## config.mk

```make
export PLATFORM = sky130hd
export DESIGN_NAME = irq_timer
export DESIGN_NICKNAME = d
export VERILOG_FILES = /design/src/rtl/irq_timer.sv
export SDC_FILE = /design/constraint.sdc
export NUM_CORES = 1
export LEC_CHECK = 0
export BUFFER_PORTS_ARGS = -buffer_cell sky130_fd_sc_hd__buf_2
export CAP_MARGIN = 15
export CORE_MARGIN = 5
export CORE_UTILIZATION = 50
export CTS_CLUSTER_DIAMETER = 60
export DETAILED_ROUTE_END_ITERATION = 6
export PLACE_DENSITY = 0.8
export SYNTH_ARGS = -nofsm -noshare
export SYNTH_HDL_FRONTEND = slang
export SYNTH_SLANG_ARGS = --single-unit
```

## constraint.sdc

```tcl
create_clock -name clk -period 2.4 [get_ports clk]
set_clock_uncertainty 0.05 [all_clocks]
set_input_delay 0.36 -clock clk [delete_from_list [all_inputs] [get_ports clk]]
set_output_delay 0.36 -clock clk [all_outputs]
set_load 0.03 [all_outputs]
```

## src/rtl/irq_timer.sv

```systemverilog
// irq_timer: periodic tick generator that raises a level interrupt and
// tracks ticks that are lost while that interrupt is still pending.
//
// Optional feature macro: IRQ_TIMER_OVERRUN_EN
//   defined   -> overrun counter built (saturating, clearable by clr_ovr)
//   undefined -> overrun_cnt tied to 0, clr_ovr ignored
//
// Ports
//   clk          rising-edge clock
//   srst         synchronous active-high reset
//   enable       1 = run, 0 = return to idle
//   period       terminal count P; one tick every P+1 cycles
//   ack          interrupt acknowledge level (rising edge acknowledges)
//   clr_ovr      one-cycle pulse clearing overrun_cnt
//   irq          level interrupt, registered
//   count        current counter value, registered
//   overrun_cnt  ticks lost while irq was pending
module irq_timer #(
    parameter int unsigned WIDTH     = 27,
    parameter int unsigned OVR_WIDTH = 8
) (
    input  logic                 clk,
    input  logic                 srst,
    input  logic                 enable,
    input  logic [WIDTH-1:0]     period,
    input  logic                 ack,
    input  logic                 clr_ovr,
    output logic                 irq,
    output logic [WIDTH-1:0]     count,
    output logic [OVR_WIDTH-1:0] overrun_cnt
);

    localparam logic [1:0] StIdle    = 2'd0;
    localparam logic [1:0] StArmed   = 2'd1;
    localparam logic [1:0] StPending = 2'd2;

    logic [1:0]       state_q, state_d;
    logic [WIDTH-1:0] count_q, count_d;
    logic [WIDTH-1:0] period_q, period_d;
    logic             irq_q, irq_d;
    logic             ack_q;
    logic             ack_rise;
    logic             tick;

    assign ack_rise = ack & ~ack_q;
    // count sits at 0 in idle, so the state guard keeps P=0 from ticking there
    assign tick     = (state_q != StIdle) && (count_q == period_q);

    always_comb begin
        state_d  = state_q;
        count_d  = count_q;
        period_d = period_q;
        if (!enable) begin
            state_d = StIdle;
            count_d = '0;
        end else begin
            case (state_q)
                StIdle: begin
                    state_d  = StArmed;
                    count_d  = '0;
                    period_d = period;
                end
                StArmed, StPending: begin
                    if (tick) begin
                        count_d  = '0;
                        period_d = period;
                    end else begin
                        count_d = count_q + 1'b1;
                    end
                    if (state_q == StArmed) begin
                        if (tick) begin
                            state_d = StPending;
                        end
                    end else if (ack_rise && !tick) begin
                        // a tick coinciding with the ack re-arms the interrupt at once
                        state_d = StArmed;
                    end
                end
                default: begin
                    state_d = StIdle;
                    count_d = '0;
                end
            endcase
        end
        irq_d = (state_d == StPending);
    end

    always_ff @(posedge clk) begin
        if (srst) begin
            state_q  <= StIdle;
            count_q  <= '0;
            period_q <= '0;
            irq_q    <= 1'b0;
            ack_q    <= 1'b0;
        end else begin
            state_q  <= state_d;
            count_q  <= count_d;
            period_q <= period_d;
            irq_q    <= irq_d;
            ack_q    <= ack;
        end
    end

    assign irq   = irq_q;
    assign count = count_q;

`ifdef IRQ_TIMER_OVERRUN_EN
    logic [OVR_WIDTH-1:0] ovr_q, ovr_d;
    logic                 ovr_inc;

    // disable wins over a coincident lost tick
    assign ovr_inc = enable && (state_q == StPending) && tick && !ack_rise;

    always_comb begin
        ovr_d = ovr_q;
        if (clr_ovr) begin
            ovr_d = '0;
        end else if (ovr_inc && (ovr_q != '1)) begin
            ovr_d = ovr_q + 1'b1;
        end
    end

    always_ff @(posedge clk) begin
        if (srst) begin
            ovr_q <= '0;
        end else begin
            ovr_q <= ovr_d;
        end
    end

    assign overrun_cnt = ovr_q;
`else
    logic unused_clr_ovr;
    assign unused_clr_ovr = clr_ovr;
    assign overrun_cnt    = '0;
`endif

endmodule

```

# --- Yosys cells after proc, flatten, opt, wreduce, memory -nomap -nowiden ---
# Index checks and enable logic that the tools add are counted.
classes:
  n_mul: 0
  bitwise: 4
  shift: 0
  muxes: 7
  addsub: 1
  n_reduce_logical: 9
  div_mod_pow: 0
  eq_ne: 5
  order_cmp: 0
op_table:
  columns: ["cell", "count"]
  rows:
  - ["27-bit one-hot mux with 2 select lines", 1]
  - ["27-bit by 1-bit adder with 27-bit output, second input constant", 1]
  - ["27-bit equality test", 1]
  - ["27-bit two-way mux", 1]
  - ["2-bit two-way mux", 4]
  - ["2-bit equality test, second input constant", 2]
  - ["2-bit one-hot mux with 2 select lines", 1]
  - ["2-bit nonzero test", 2]
  - ["4-bit OR reduction", 1]
  - ["1-bit inverter", 3]
  - ["3-bit AND reduction", 1]
  - ["2-bit by 1-bit equality test with 1-bit output, second input constant", 1]
  - ["1-bit logical AND", 2]
  - ["2-bit logical NOT", 1]
  - ["2-bit != test, second input constant", 1]
  - ["2-bit OR reduction", 1]
  - ["1-bit AND", 1]
  - ["1-bit logical NOT", 1]
word_totals:
  mem_count: 0
  mem_bits_ro: 0
  latchBits: 0
  output_inout_bits: 36
  word_cells: 31
  ff_bits: 58
  ramBits: 0

# --- Logic depth before layout (Yosys ltp) ---
# Gate-level depths: netlist of run 1.
logic_depth:
  word_depth: 9
  mapped_depth: 9
  mapped_depth_nobuf: 7

# --- Least setup slack after synthesis of run 1 ---
# OpenSTA, ideal clock, no wires.
synth_timing:
  path_type: "register -> register"
  start: "reg count_q[2] (netlist: count[2])"
  end: "reg count_q[15] (netlist: count[15])"
  setup_ns: 0.063
  n_path_buf: 4
  stages_incl_launch_ff: 10
  required_ns: 2.287
  path_slack_ns: 0.375
  arrival_time_ns: 1.912
  path_cell_list: "dfxtp_1 buf_6 xor2_1 nor4_1 and4_4 buf_6 a2111o_1 buf_6 buf_12 nor2_4"
synth_via:
  elab_chain_cells: 3
  elab_cells_between_ends: 4
  classes_between: "1 x add/sub; 1 x eq/ne; 2 x reduce/logical"
synth_lines:
  columns: ["item", "line", "source"]
  rows:
  - ["start: declaration", "38", "logic [WIDTH-1:0] count_q, count_d;"]
  - ["start signal: assignment", "97", "count_q <= count_d;"]
  - ["branches (longest 3 deep; another with 27-bit by 1-bit adder with 27-bit output)", null, null]
# Several ways; the timed one is not identified.
# A chain may end at the register's enable or synchronous reset.

# --- Worst setup path in the final report of run 1 ---
layout_timing:
  start: "reg state_q[1]"
  end: "reg period_q[8]"
layout_via:
  elab_chain_cells: 4
  elab_cells_between_ends: 10
  classes_between: "3 x eq/ne; 1 x mux; 6 x reduce/logical"
layout_lines:
  columns: ["item", "line", "source"]
  rows:
  - ["start: declaration", "37", "logic [1:0] state_q, state_d;"]
  - ["start signal: assignment", "90", "state_q <= StIdle;"]
  - ["start signal: assignment", "96", "state_q <= state_d;"]
  - ["2-bit by 1-bit equality test with 1-bit output, or another cell as far along", "57", "case (state_q)"]
  - ["2-bit OR reduction / 1-bit logical AND (equally long branches)", "57, 47", null]
  - ["2-bit != test (no line) / 2-bit nonzero test (equally long branches)", null, null]
  - ["3-bit AND reduction (no line)", null, null]
  - ["end signal: assignment", "98", "period_q <= period_d;"]
  - ["end: declaration", "39", "logic [WIDTH-1:0] period_q, period_d;"]
# Several ways; a longest one is shown, not always the timed one.

==> flow_metrics.tcl, run 1 <==
set metrics [dict create \
    outcome "complete, no violations" \
    dieArea_mm2 0.00814 \
    grt_pass1_vias 2342 \
    ctsHoldBuffers 0 \
    hp-class "input port to flop" \
    yosysWarnings 0 \
    drcViolationCount 0 \
    critPathLaunchType "flop" \
    die_y_um 90.2 \
    rr_startpoint "state_q[1]" \
    postSynthAreaPerCell_um2 9.70 \
    numCtsBuffers 9 \
    fin_ws_ns 0.243 \
    synth_cells 332 \
    finish.utilization 0.584 \
    synth_top_area_frac 0.361 \
    antenna_left 0 \
    post-route-period-util 0.899 \
    rows 29 \
    sequentialPowerShare 0.466 \
    dp_hpwl_mm 5.00 \
    synth-seq-cells 58 \
    grt_overflow_total 0 \
    post_cts_buffers 0 \
    path_class "flop to flop" \
    fin_area_mm2 0.00369 \
    reg2reg_depth 7 \
    placed_area_mm2 0.00348 \
    groute.usage.overall 0.170 \
    layout_common_cells "dfxtp_1, buf_2, nand2b_1" \
    rrSetupSlack_ns 0.24 \
    ioPinCount 68 \
    slew_violations 0 \
    vdd_drop_max_uv 384 \
    syn2layout_area_growth_pct 14.5 \
    required_ns 2.61 \
    tns_ns 0 \
    gp_congestion 0.742 \
    cts_resized 0 \
    initial_core_util 0.510 \
    leakagePower_nw 1.48 \
    synth_cell_types 36 \
    fin_crit_ns 2.16 \
    setup_viol 0 \
    clockBufferDepth 2 \
    synth-seq-area-share 0.361 \
    netlist_area_mm2 0.00322 \
    tritoncts "done" \
    core_area_mm2 0.00631 \
    pwr-share-clk 0.425 \
    final_hold_viol_count 0 \
    final_layout_size_suffix_gt1_frac 0.272 \
    grt_max_degree 36 \
    hold_start "ack" \
    dp_slack_ns 0.278 \
    wl_per_cell_um 14.5 \
    rsz0062_at_grt "no" \
    antenna_found_initial 0 \
    synth_area_leader_cell "dfxtp_1" \
    yosys-top-cells-area "dfxtp_1, nand2b_1, mux2i_1" \
    combPwrFrac 0.109 \
    regToRegEndpoint "period_q[8]" \
    intPower_mw 1.67 \
    worstPathMaxFanout 18 \
    power_density_mw_per_mm2 597 \
    sw_frac_of_total 0.241 \
    clk_latency_ns 0.34 \
    io_buffer_count 58 \
    htree_levels 3 \
    first_pass_iters 4 \
    routed_via_density 5.07 \
    power.switching_mw 0.531 \
    max-cap-violations 0 \
    drt-initial-drc-count 139 \
    die_x_um 90.2 \
    num-nets-final 426 \
    antenna_cells 0 \
    wl_mm 6.82 \
    max_freq_mhz 464 \
    whs_path_depth 2 \
    worstPathArrival_ns 2.37 \
    path_clk_slew_ns 0.07 \
    cp-end-kind "flop" \
    cts.sinks 58 \
    route.vias.total 2389 \
    grt_pass1_wl_mm 11.2 \
    hold_path_end "ack_q" \
    cts_root_buf "clkbuf_8" \
]
[power by group through the flow]
stage | registers (mW) | logic, mW | clock network [mW]
3_3_place_gp | 1.05 | 0.234 | 0
2_1_floorplan | 1.04 | 0.203 | 0
3_5_place_dp | 1.05 | 0.239 | 0
6_report | 1.03 | 0.241 | 0.934
5_1_grt | 1.03 | 0.264 | 0.989
4_1_cts | 1.03 | 0.242 | 0.953
[synth_stat cells]
| library cell | number |
|---|---|
| a2111o_1 | 1 |
| a21o_2 | 1 |
| a21oi_1 | 2 |
| a31o_2 | 1 |
| a32o_2 | 1 |
| a32oi_1 | 1 |
| and3_1 | 3 |
| and4_1 | 3 |
| and4_2 | 1 |
| and4_4 | 1 |
| buf_12 | 4 |
| buf_4 | 8 |
| buf_6 | 4 |
| clkbuf_1 | 9 |
| clkbuf_2 | 1 |
| conb_1 | 1 |
| dfxtp_1 | 58 |
| ha_1 | 4 |
| inv_1 | 9 |
| mux2i_1 | 27 |
| nand2_1 | 10 |
| nand2b_1 | 54 |
| nand3_1 | 15 |
| nand4_1 | 7 |
| nor2_1 | 12 |
| nor2_2 | 2 |
| nor2_4 | 18 |
| nor2b_1 | 1 |
| nor3_1 | 10 |
| nor4_1 | 7 |
| nor4b_1 | 2 |
| o21ai_0 | 1 |
| or4bb_1 | 1 |
| xnor2_1 | 29 |
| xor2_1 | 22 |
| xor2_2 | 1 |
[critical path, stage by stage (launching register included)]
cell and delay (ns):
dfxtp_1 0.42, inv_1 0.09, ha_1 0.24, nor4_1 0.29
and4_4 0.32, a32o_2 0.14, buf_4 0.30, mux2i_1 0.23
[worst max path at each step]
stage / from / endpoint / slack, ns / depth (start not counted)
floorplan: count[2] / count[15] / 0.37 / 9
finish: state_q[1] / period_q[8] / 0.24 / 7
CTS: state_q[1] / period_q[8] / 0.23 / 7
detailed placement: state_q[1] / period_q[6] / 0.28 / 7
global route: state_q[1] / period_q[10] / 0.07 / 7
global placement: state_q[0] / period_q[11] / 0.34 / 7
[kinds of logic (layout without fill, tap and decap cells)]
logic type / Yosys count / after routing / share of synthesized area
adder cells (fa/ha/maj): 4 / 4 / 0.0155
multiplexers: 27 / 27 / 0.0839
other: 1 / 8 / 0.00116
AO/OA/AOI/OAI: 8 / 8 / 0.0198
buffers and inverters: 35 / 90 / 0.0801
flip-flops: 58 / 58 / 0.361
AND/OR/NAND/NOR: 147 / 147 / 0.295
XOR/XNOR: 52 / 52 / 0.144
[through the flow]
stage | instances | power, mW | hold slack (ns)
floorplan | 339 | 1.24 | 0.410
CTS | 471 | 2.22 | 0.205
global route | 471 | 2.28 | 0.217
finish | 471 | 2.20 | 0.214
detailed placement | 456 | 1.29 | 0.426
global placement | 456 | 1.28 | 0.420
[routing by layer]
metal	wire length (um)	vias up	track usage
met3	427	17	0.0451
met1	3020	1104	0.218
li1	-	1200	-
met5	0	-	0
met2	3210	68	0.266
met4	161	0	0.0831
[layout make-up]
class | instances | area (um2)
sequential | 58 | 1160
multi-input combinational | 246 | 1830
timing repair buffer | 66 | 363
clock inverter | 2 | 35.0
inverter | 9 | 33.8
fill | 565 | 2630
tap | 77 | 96.3
clock buffer | 13 | 169
[sequential cells by signal, indices dropped and copies added (netlist names)]
signal,flops
count,27
period_q,27
state_q,2
ack_q,1
irq,1
(Power assumes the default switching activity.)
==> run 2, diff against run 1 <==
- CORE_UTILIZATION: 50 -> 40
- PLACE_DENSITY: 0.8 -> 0.68
==> run 2 against run 1 <==
Flip-flop and latch count did not move. Sequential power about the same. Largest cell class unchanged. Highest routed layer unchanged. Register-to-register slack got worse by 0.05 ns. First-iteration DRC count is 35% lower. Global-route usage fell by 2.3 points. Non-clock buffer count increased by 1. Setup slack got worse by 0.052 ns. Worst hold slack got worse by 0.0066 ns. Via count fell by 0.92%. Critical endpoint is now period_q[25]. Largest power group unchanged. Clock-buffer cell count increased by 2. Wire length up 2.2%.
==> flow_metrics.tcl, run 2 (synthesis results as in run 1) <==
set metrics [dict create \
    routed_via_density 4.75 \
    worstPathMaxFanout 20 \
    gp_congestion 0.775 \
    placed_area_mm2 0.00353 \
    first_pass_iters 4 \
    numCtsBuffers 9 \
    clk_latency_ns 0.34 \
    grt_max_degree 58 \
    route.vias.total 2367 \
    vdd_drop_max_uv 351 \
    worstPathArrival_ns 2.43 \
    power_density_mw_per_mm2 596 \
    htree_levels 3 \
    final_hold_viol_count 0 \
    io_buffer_count 58 \
    fin_crit_ns 2.21 \
    rsz0062_at_grt "no" \
    cts.sinks 58 \
    grt_overflow_total 0 \
    num-nets-final 427 \
    cp-end-kind "flop" \
    syn2layout_area_growth_pct 16.5 \
    slew_violations 0 \
    stdcell_count 498 \
    max_freq_mhz 453 \
    ctsHoldBuffers 0 \
    post-route-period-util 0.921 \
    drcViolationCount 0 \
    hold_slack_ns 0.207 \
    fin_area_mm2 0.00375 \
    die_y_um 99.7 \
    critPathLaunchType "flop" \
    grt_pass1_wl_mm 11.6 \
    leakagePower_nw 1.49 \
    final_layout_size_suffix_gt1_frac 0.273 \
    hp-class "input port to flop" \
    outcome "complete, no violations" \
    wl_mm 6.97 \
    dp.cells 482 \
    dieArea_mm2 0.00994 \
    drt-initial-drc-count 90 \
    path_clk_slew_ns 0.06 \
    dp_slack_ns 0.241 \
    core_area_mm2 0.00777 \
    initial_core_util 0.414 \
    required_ns 2.62 \
    cts_root_buf "clkbuf_8" \
    antenna_found_initial 0 \
    max-cap-violations 0 \
    setup_viol 0 \
    fin_ws_ns 0.190 \
    antenna_left 0 \
    ioPinCount 68 \
    grt_pass1_vias 2336 \
    layout_common_cells "dfxtp_1, buf_2, nand2b_1" \
    cts_resized 0 \
    dp_hpwl_mm 5.12 \
    worstMarginPinSlew_ns 0.681 \
    tritoncts "done" \
    path_class "flop to flop" \
    tns_ns 0 \
    finish.utilization 0.483 \
    relSlewSlack 0.540 \
    die_x_um 99.7 \
    antenna_cells 0 \
    design_power_total_mw 2.24 \
    groute.usage.overall 0.148 \
    post_cts_buffers 0 \
    rows 32 \
    wl_per_cell_um 14.0 \
    clockBufferDepth 2 \
]
[run 2: cell types whose count changed in the layout (fill, tap and decap cells not counted), sizes merged]
cell	before	now
clkbuf	13	15
buf	66	67
clkinv	1	0
[run 2: layer usage]
layer,track usage,share of wire,up-vias
met4,0.0315,0.0093,0
li1,-,-,1206
met3,0.0624,0.069,6
met1,0.188,0.46,1087
met5,0,0,-
met2,0.233,0.46,68
[run 2: critical path, cell delays in order (launching register included)]
cell and delay [ns]:
dfxtp_1 0.39, inv_1 0.09, ha_1 0.26, nor4_1 0.42, and4_4 0.35, a32o_2 0.18
buf_12 0.20, mux2i_1 0.21
[run 2: final timing paths]
check | start | to | slack (ns) | cells past startpoint
worst max-delay path | state_q[1] | period_q[25] | 0.19 | 7
worst min-delay path | ack | ack_q | 0.21 | 2
worst max register to register | state_q[1] | period_q[25] | 0.19 | 7
worst min register to register | period_q[6] | period_q[6] | 0.44 | 2
[run 2: layout make-up]
type / instances / area (um2)
clock buffers: 15 / 186
flip-flops and latches: 58 / 1160
multi-input cells: 246 / 1830
fillers: 753 / 4020
clock inverters: 1 / 30.0
repair buffers: 67 / 383
well taps: 102 / 128
inverters: 9 / 33.8
[run 2: report_power, final]
group          internal [mW]  switching [mW]  total, mW  leakage [nW]
Clock                  0.594           0.371      0.965         0.110
Sequential             0.999          0.0268       1.03         0.472
Combinational          0.117           0.129      0.245         0.909
Total                   1.71           0.527       2.24          1.49
